## config.mk

```make
export PLATFORM = sky130hd
export DESIGN_NAME = alu_rsp_unit
export DESIGN_NICKNAME = d
export VERILOG_FILES = /design/src/rtl/riscv_pkg.sv /design/src/rtl/alu.sv /design/src/rtl/alu_rsp_fifo.sv /design/src/rtl/alu_rsp_unit.sv
export SDC_FILE = /design/constraint.sdc
export NUM_CORES = 1
export LEC_CHECK = 0
export CORE_ASPECT_RATIO = 1.1
export CORE_MARGIN = 2
export CORE_UTILIZATION = 55
export DETAILED_ROUTE_END_ITERATION = 7
export PLACE_DENSITY = 0.8
export SYNTH_ARGS = -nofsm -noshare
export SYNTH_HDL_FRONTEND = slang
export SYNTH_SLANG_ARGS = --single-unit
```

## constraint.sdc

```tcl
create_clock -name clk_i -period 9.9 [get_ports clk_i]
set_input_delay 1.485 -clock clk_i [delete_from_list [all_inputs] [get_ports clk_i]]
set_output_delay 1.485 -clock clk_i [all_outputs]
set_load 0.01 [all_outputs]
```

## src/rtl/riscv_pkg.sv

```systemverilog
// riscv_pkg: datapath width, alu opcodes and flag layout shared by the alu response unit
package riscv_pkg;
  localparam int XLEN = 32;
  localparam int ALU_FLAGS_W = 4;
  typedef enum logic [3:0] {
    ALU_ADD, ALU_SUB, ALU_AND, ALU_OR, ALU_XOR,
    ALU_SLL, ALU_SRL, ALU_SRA, ALU_SLT, ALU_SLTU
  } alu_op_e;
  typedef struct packed {
    logic zero;
    logic negative;
    logic carry;
    logic overflow;
  } alu_flags_t;
endpackage

```

## src/rtl/alu.sv

```systemverilog
// alu: combinational integer alu with zero/negative/carry/overflow flags
import riscv_pkg::*;
module alu (
  input  logic [XLEN-1:0] a_i,
  input  logic [XLEN-1:0] b_i,
  input  alu_op_e         op_i,
  output logic [XLEN-1:0] result_o,
  output alu_flags_t      flags_o
);
  logic [XLEN:0] w_sum, w_diff;
  logic [$clog2(XLEN)-1:0] w_sh;
  assign w_sum  = {1'b0, a_i} + {1'b0, b_i};
  assign w_diff = {1'b0, a_i} + {1'b0, ~b_i} + (XLEN+1)'(1);
  assign w_sh   = b_i[$clog2(XLEN)-1:0];
  // SUB carry is the no-borrow bit: set when a >= b unsigned
  always_comb begin
    result_o = '0;
    flags_o  = '0;
    case (op_i)
      ALU_ADD: begin
        result_o         = w_sum[XLEN-1:0];
        flags_o.carry    = w_sum[XLEN];
        flags_o.overflow = (a_i[XLEN-1] == b_i[XLEN-1]) && (w_sum[XLEN-1] != a_i[XLEN-1]);
      end
      ALU_SUB: begin
        result_o         = w_diff[XLEN-1:0];
        flags_o.carry    = w_diff[XLEN];
        flags_o.overflow = (a_i[XLEN-1] != b_i[XLEN-1]) && (w_diff[XLEN-1] != a_i[XLEN-1]);
      end
      ALU_AND:  result_o = a_i & b_i;
      ALU_OR:   result_o = a_i | b_i;
      ALU_XOR:  result_o = a_i ^ b_i;
      ALU_SLL:  result_o = a_i << w_sh;
      ALU_SRL:  result_o = a_i >> w_sh;
      ALU_SRA:  result_o = $signed(a_i) >>> w_sh;
      ALU_SLT:  result_o = {{(XLEN-1){1'b0}}, $signed(a_i) < $signed(b_i)};
      ALU_SLTU: result_o = {{(XLEN-1){1'b0}}, a_i < b_i};
      default:  result_o = '0;
    endcase
    flags_o.zero     = result_o == '0;
    flags_o.negative = result_o[XLEN-1];
  end
endmodule

```

## src/rtl/alu_rsp_fifo.sv

```systemverilog
// alu_rsp_fifo: synchronous response fifo with occupancy count and zeroed head when empty
module alu_rsp_fifo #(
  parameter int DEPTH = 4,
  parameter int W     = 8
) (
  input  logic                     clk_i,
  input  logic                     rst_ni,
  input  logic                     push_i,
  input  logic [W-1:0]             data_i,
  input  logic                     pop_i,
  output logic [W-1:0]             data_o,
  output logic                     valid_o,
  output logic [$clog2(DEPTH):0]   count_o
);
  localparam int AW = $clog2(DEPTH);
  logic [W-1:0]  r_mem [DEPTH];
  logic [AW-1:0] r_wptr, r_rptr;
  logic [AW:0]   r_count;
  logic          w_pop;
  assign w_pop   = pop_i && valid_o;
  assign valid_o = r_count != '0;
  assign count_o = r_count;
  assign data_o  = valid_o ? r_mem[r_rptr] : '0;
  always_ff @(posedge clk_i or negedge rst_ni) begin
    if (!rst_ni) begin
      r_wptr  <= '0;
      r_rptr  <= '0;
      r_count <= '0;
    end else begin
      if (push_i) r_wptr <= r_wptr + AW'(1);
      if (w_pop) r_rptr <= r_rptr + AW'(1);
      r_count <= r_count + {{AW{1'b0}}, push_i} - {{AW{1'b0}}, w_pop};
    end
  end
  always_ff @(posedge clk_i) begin
    if (push_i) r_mem[r_wptr] <= data_i;
  end
endmodule

```

## src/rtl/alu_rsp_unit.sv

```systemverilog
// alu_rsp_unit: valid/ready request stage feeding the alu, results queued in an in-order response fifo
import riscv_pkg::*;
module alu_rsp_unit #(
  parameter int DEPTH = 4,
  parameter int TAG_W = 4
) (
  input  logic                   clk_i,
  input  logic                   rst_ni,
  input  logic                   req_valid_i,
  output logic                   req_ready_o,
  input  logic [XLEN-1:0]        req_a_i,
  input  logic [XLEN-1:0]        req_b_i,
  input  alu_op_e                req_op_i,
  input  logic [TAG_W-1:0]       req_tag_i,
  output logic                   rsp_valid_o,
  input  logic                   rsp_ready_i,
  output logic [XLEN-1:0]        rsp_result_o,
  output alu_flags_t             rsp_flags_o,
  output logic [TAG_W-1:0]       rsp_tag_o,
  output logic [$clog2(DEPTH):0] rsp_count_o,
  output logic [31:0]            op_count_o
);
  localparam int CW = $clog2(DEPTH) + 1;
  localparam int DW = XLEN + ALU_FLAGS_W + TAG_W;
  logic                r_run, r_s1_valid;
  logic [XLEN-1:0]     r_a, r_b;
  alu_op_e             r_op;
  logic [TAG_W-1:0]    r_tag;
  logic [31:0]         r_op_count;
  logic [XLEN-1:0]     w_result;
  alu_flags_t          w_flags;
  logic [DW-1:0]       w_head;
  logic [CW:0]         w_fill;
  logic                w_accept, w_pop;
  // S1 always holds a reserved fifo slot, so its write can never overflow
  assign w_fill      = {1'b0, rsp_count_o} + {{CW{1'b0}}, r_s1_valid};
  assign req_ready_o = r_run && (w_fill < (CW+1)'(DEPTH));
  assign w_accept    = req_valid_i && req_ready_o;
  assign w_pop       = rsp_valid_o && rsp_ready_i;
  assign op_count_o  = r_op_count;
  // r_run releases reset synchronously: ready rises on the first edge after rst_ni deasserts
  always_ff @(posedge clk_i or negedge rst_ni) begin
    if (!rst_ni) begin
      r_run      <= 1'b0;
      r_s1_valid <= 1'b0;
      r_a        <= '0;
      r_b        <= '0;
      r_op       <= ALU_ADD;
      r_tag      <= '0;
      r_op_count <= '0;
    end else begin
      r_run      <= 1'b1;
      r_s1_valid <= w_accept;
      if (w_accept) begin
        r_a   <= req_a_i;
        r_b   <= req_b_i;
        r_op  <= req_op_i;
        r_tag <= req_tag_i;
      end
      if (w_pop) r_op_count <= r_op_count + 32'd1;
    end
  end
  alu u_alu (
    .a_i      (r_a),
    .b_i      (r_b),
    .op_i     (r_op),
    .result_o (w_result),
    .flags_o  (w_flags)
  );
  alu_rsp_fifo #(.DEPTH(DEPTH), .W(DW)) u_fifo (
    .clk_i   (clk_i),
    .rst_ni  (rst_ni),
    .push_i  (r_s1_valid),
    .data_i  ({w_result, w_flags, r_tag}),
    .pop_i   (w_pop),
    .data_o  (w_head),
    .valid_o (rsp_valid_o),
    .count_o (rsp_count_o)
  );
  assign {rsp_result_o, rsp_flags_o, rsp_tag_o} = w_head;
endmodule
```

# Word level (Yosys, flattened, before mapping)
# Memories as Yosys holds them, arrays and structs flattened.
# Cells that the tools add are included.
[word_totals]
reg_bits = 113
mem_bits_rw = 160
in_bits = 76
out_inout_bits = 77
wordCells = 57
n_memories = 1
[mem_list]
columns = ["memory", "words", "width", "rd", "rd_clocked_by_memory_dff", "write_ports", "line_no", "rtl"]
rows = [
  ["u_fifo.r_mem", 4, 40, 1, 0, 1, "alu_rsp_fifo.sv:16", "logic [W-1:0] r_mem [DEPTH];"],
]
[classes]
addsub = 9
magnitude_cmp = 3
eq_ne = 13
n_shift = 3
muxes = 5
bitwise = 4
reduce_logical = 9
[ops]
columns = ["cell", "count"]
rows = [
  ["$pmux W32 S10", 1],
  ["$add A32 B32 Y33", 2],
  ["$lt A32 B32 Y1", 2],
  ["$mux W40", 1],
  ["$add A33 B1 Y33 const B", 1],
  ["$add A32 B1 Y32 const B", 1],
  ["$and A32 B32 Y32", 1],
  ["$logic_not A32 Y1", 1],
  ["$not A32 Y32", 1],
  ["$or A32 B32 Y32", 1],
  ["$shl A32 B5 Y32", 1],
  ["$shr A32 B5 Y32", 1],
  ["$sshr A32 B5 Y32", 1],
  ["$xor A32 B32 Y32", 1],
  ["$eq A4 B3 Y1 const B", 4],
  ["$eq A4 B2 Y1 const B", 2],
  ["$eq A4 B4 Y1 const B", 2],
  ["$logic_and A1 B1 Y1", 6],
  ["$add A2 B1 Y2 const B", 2],
  ["$add A3 B1 Y4", 1],
  ["$eq A4 B1 Y1 const B", 1],
  ["$logic_not A4 Y1", 1],
  ["$lt A4 B3 Y1 const B", 1],
  ["$pmux W2 S2", 1],
  ["6 further kinds", 9],
]

# Longest topological paths before layout
[logic_depth]
depth_word = 6
depth_mapped = 18
depth_no_buf = 15

# By module
# A second synthesis with hierarchy kept.
[hier_totals]
hier_cells = 1920
area_unflattened_um2 = 20165.6
[modules_own_cells]
columns = ["mod", "n_inst", "cells_each", "area_each_um2", "seq_area_each_um2"]
rows = [
  ["alu", 1, 1346, 9419.0, 0.0],
  ["alu_rsp_fifo", 1, 289, 6490.0, 4979.8],
  ["alu_rsp_unit", 1, 285, 4256.6, 2652.5],
]

# Worst setup path before layout
# Ideal clock, no wire load.
[synth_path]
path_kind = "reg-to-reg"
start = "reg r_b[3]"
end = "mem u_fifo.r_mem[0][7] (netlist bit), data pin"
setup_ps = 206
arrival_ps = 4331
required_time_ps = 9694
slack_ps = 5363
stages_incl_launch_ff = 18
n_path_buf = 5
period_less_slack_ps = 4537
path_cell_list = "dfrtp_1 -> clkbuf_1 -> buf_2 -> inv_1 -> buf_1 -> clkbuf_1 -> ha_1 -> clkbuf_1 -> nor3_1 -> a21oi_1 -> nand3_1 -> a221oi_2 -> o311ai_1 -> a21oi_1 -> o21ai_0 -> or4b_1 -> or4_1 -> nor4_2"
[synth_lines]
columns = ["item", "line_no", "rtl"]
rows = [
  ["start: declaration", "alu_rsp_unit.sv:26", "logic [XLEN-1:0] r_a, r_b;"],
  ["start signal: assignment", "alu_rsp_unit.sv:56", "r_b <= req_b_i;"],
  ["end: declaration", "alu_rsp_fifo.sv:16", ""],
]

==> results.toml <==
[setup_path]
r2r_end = "u_fifo.r_mem[0][7]"
crit_type = "reg2reg"
rr_startpoint = "r_b[1]"
crit_slowest_cell = "o31ai_1"
required_ns = 10.15
critPathMaxStageDelay_ns = 0.95
reg2reg_slack_ns = 4.28
rr_worst_depth = 14
start_kind = "flip-flop"
path_cells = "buf_4, inv_1, buf_4, fa_1, nor2b_1, o21ai_0, a21bo_2, a21oi_1, o21ai_0, o311a_1, nor3_1, and2_1, o31ai_1, nor4_2"
worstPathMaxFanout = 39
crit_path_end_kind = "flip-flop"
cp.arrival_ns = 5.87

[logic_synthesis]
synth_edf_count = 156
synth_top_area_share_pct = 22.83
yosysWarnings = 0
synth.area.top_cells = "edfxtp_1, dfrtp_1, mux4_2"
synth_top_area_cell = "edfxtp_1"
ys.flop_type = "edfxtp_1"
syn-num-nets = 2318
ys_types = 88
synthCells = 2130
synthArstFlopShare_pct = 42.01
syn_area_um2 = 20520
syn_avg_cell_area_um2 = 9.635
synth-seq-area-share_pct = 36.60
ys_ff_latch = 269

[detailed_routing]
drtIter0Drc = 2415
antenna_left = 0
wl_per_cell_um = 29.97
met3_length_um = 7789
drc = 0
vias = 18880
avgViaCountPerCell = 7.006
dr.pass1.iters = 8
wl_met1_um = 31370
wl_um = 80780
met2_length_um = 36850
topRoutingLayerUsed = "met4"

[job]
drv_cap = 0

[floorplanning]
start_util_pct = 55.55
die_w_um = 188.2
dieArea_um2 = 38880
core-area_um2 = 36940
core.rowCount = 74
die_h_um = 206.6
io_pins = 153

[status]
status = "finished, final reports clean"

[placed_design]
hpwl_um = 59240
placed_cell_area_um2 = 22240
port_buffers = 152
place_inst = 2642
gp_congestion = 1.082

[timing]
post-route-period-util_pct = 56.76
maxSlewHeadroom_pct = 17.75
layout_min_cycle_time_ns = 5.619
tns_ns = 0
hold_violations = 0
setup_viol = 0
worstMarginPinSlew_ns = 1.231
drv_slew = 0
finalClockSkew_ns = 0.02173
fmax_ghz = 0.1780
rsz0062_at_grt = "no"

[layout]
nFillCells = 2980
stdcell_area_um2 = 23280
fin_nets = 2366
layout_commonest_cell = "nand2_1"
layout-drive-gt1-share_pct = 10.55
final_cell_mix = "nand2_1, o21ai_0, edfxtp_1"
area_growth_pct = 13.43
fin_cells = 2695

[clock_network]
holdBufCountCts = 0
cts-buffers-inserted = 28
clk_pin_slew_worst_paths_ns = 0.07
root_buffer = "clkbuf_16"
postCtsResizedCells = 0
cts_max_level = 1
post-cts-setup-buffers = 0
insertion_delay_ns = 0.58
cts_buffer_depth = 3
cts_tree = "done"
clkSinkCount = 269

[global_route]
antenna_found_initial = 0
grt_pass1_vias = 18270
grt.total_usage_pct = 40.99
grt_overflow = 0
grt_pass1_wl_um = 118500
grt_max_degree = 87

[hold_path]
min_to = "op_count_o[15]"
min_path_type = "reg2reg"
hold_depth = 1
hp-start = "op_count_o[15]"
-- kinds of logic (layout without fill, tap and decap cells) --
logic type | after synthesis | after routing | share of synthesized area, %
buf+inv | 272 | 342 | 5.408
compound gates | 560 | 560 | 18.22
fa+ha+maj | 112 | 112 | 6.938
flops | 269 | 269 | 36.60
mux | 180 | 180 | 14.36
xor+xnor | 47 | 47 | 2.006
simple gates | 689 | 689 | 16.45
other cells | 1 | 2 | 0.01827
-- sequential cells by signal (all words and copies together) (netlist names), 3 cells and up --
name and count:
u_fifo.count_o 3, op_count_o 32, u_fifo.r_mem 156, r_op 4
r_a 32, r_b 32, r_tag 4
-- synthesized netlist by cell type (all sizes together) (23+ instances only) --
master,count
buf,57
nand4,27
o21ai,160
nor2b,25
o22ai,24
mux4,88
mux2i,65
a211oi,28
clkbuf,110
nor4,23
inv,103
nor3,33
a21oi,102
and2,57
nor2,138
nand3,45
ha,109
nand2,243
xnor2,31
dfrtp,113
mux2,27
edfxtp,156
o211ai,24
-- how the worst max path moves through the flow --
| stage | slack, ns | depth (start not counted) | start | to |
|---|---|---|---|---|
| floorplan | 5.36 | 17 | r_b[3] | u_fifo.r_mem[0][7] |
| global placement | 4.71 | 14 | r_b[1] | u_fifo.r_mem[0][7] |
| detailed placement | 4.64 | 14 | r_b[1] | u_fifo.r_mem[0][7] |
| CTS | 4.59 | 14 | r_b[1] | u_fifo.r_mem[0][7] |
| global route | 4.23 | 13 | r_b[0] | u_fifo.r_mem[0][7] |
| finish | 4.28 | 14 | r_b[1] | u_fifo.r_mem[0][7] |
-- through the flow --
stage | utilization (%) | setup WS (ns) | hold WS, ns
finish | 63.02 | 4.281 | 0.4996
floorplan | - | 5.363 | 0.4758
global placement | 60.21 | 4.708 | 0.4577
detailed placement | 60.21 | 4.640 | 0.4805
global route | 63.01 | 4.231 | 0.5180
CTS | 63.01 | 4.588 | 0.5007
-- critical path: cells and delay by family (launching register included) --
| family | cells | cell delay, ns |
|---|---|---|
| fa+ha+maj | 1 | 0.55 |
| simple gates | 4 | 0.63 |
| buf+inv | 3 | 0.85 |
| flops | 1 | 0.34 |
| compound gates | 6 | 2.87 |
-- final cells by class --
cell class	instances	area, µm²	share of cell area, %
timing repair buffer	185	1767	7.589
clock buffer	32	745.7	3.203
sequential	269	7523	32.32
antenna	1	2.502	0.01075
multi-input combinational	1589	11940	51.28
inverter	105	396.6	1.704
tap	494	618.1	2.655
clock inverter	20	289.0	1.242
-- routing by layer --
layer  global-route usage [%]  vias up
li1                         -     8055
met3                    7.067      263
met5                        0        -
met2                    65.41     1262
met1                    54.51     9302
met4                    20.36        0
Power is not shown: default switching activity piles up to over one toggle a cycle in this logic, so the estimate is an artifact.
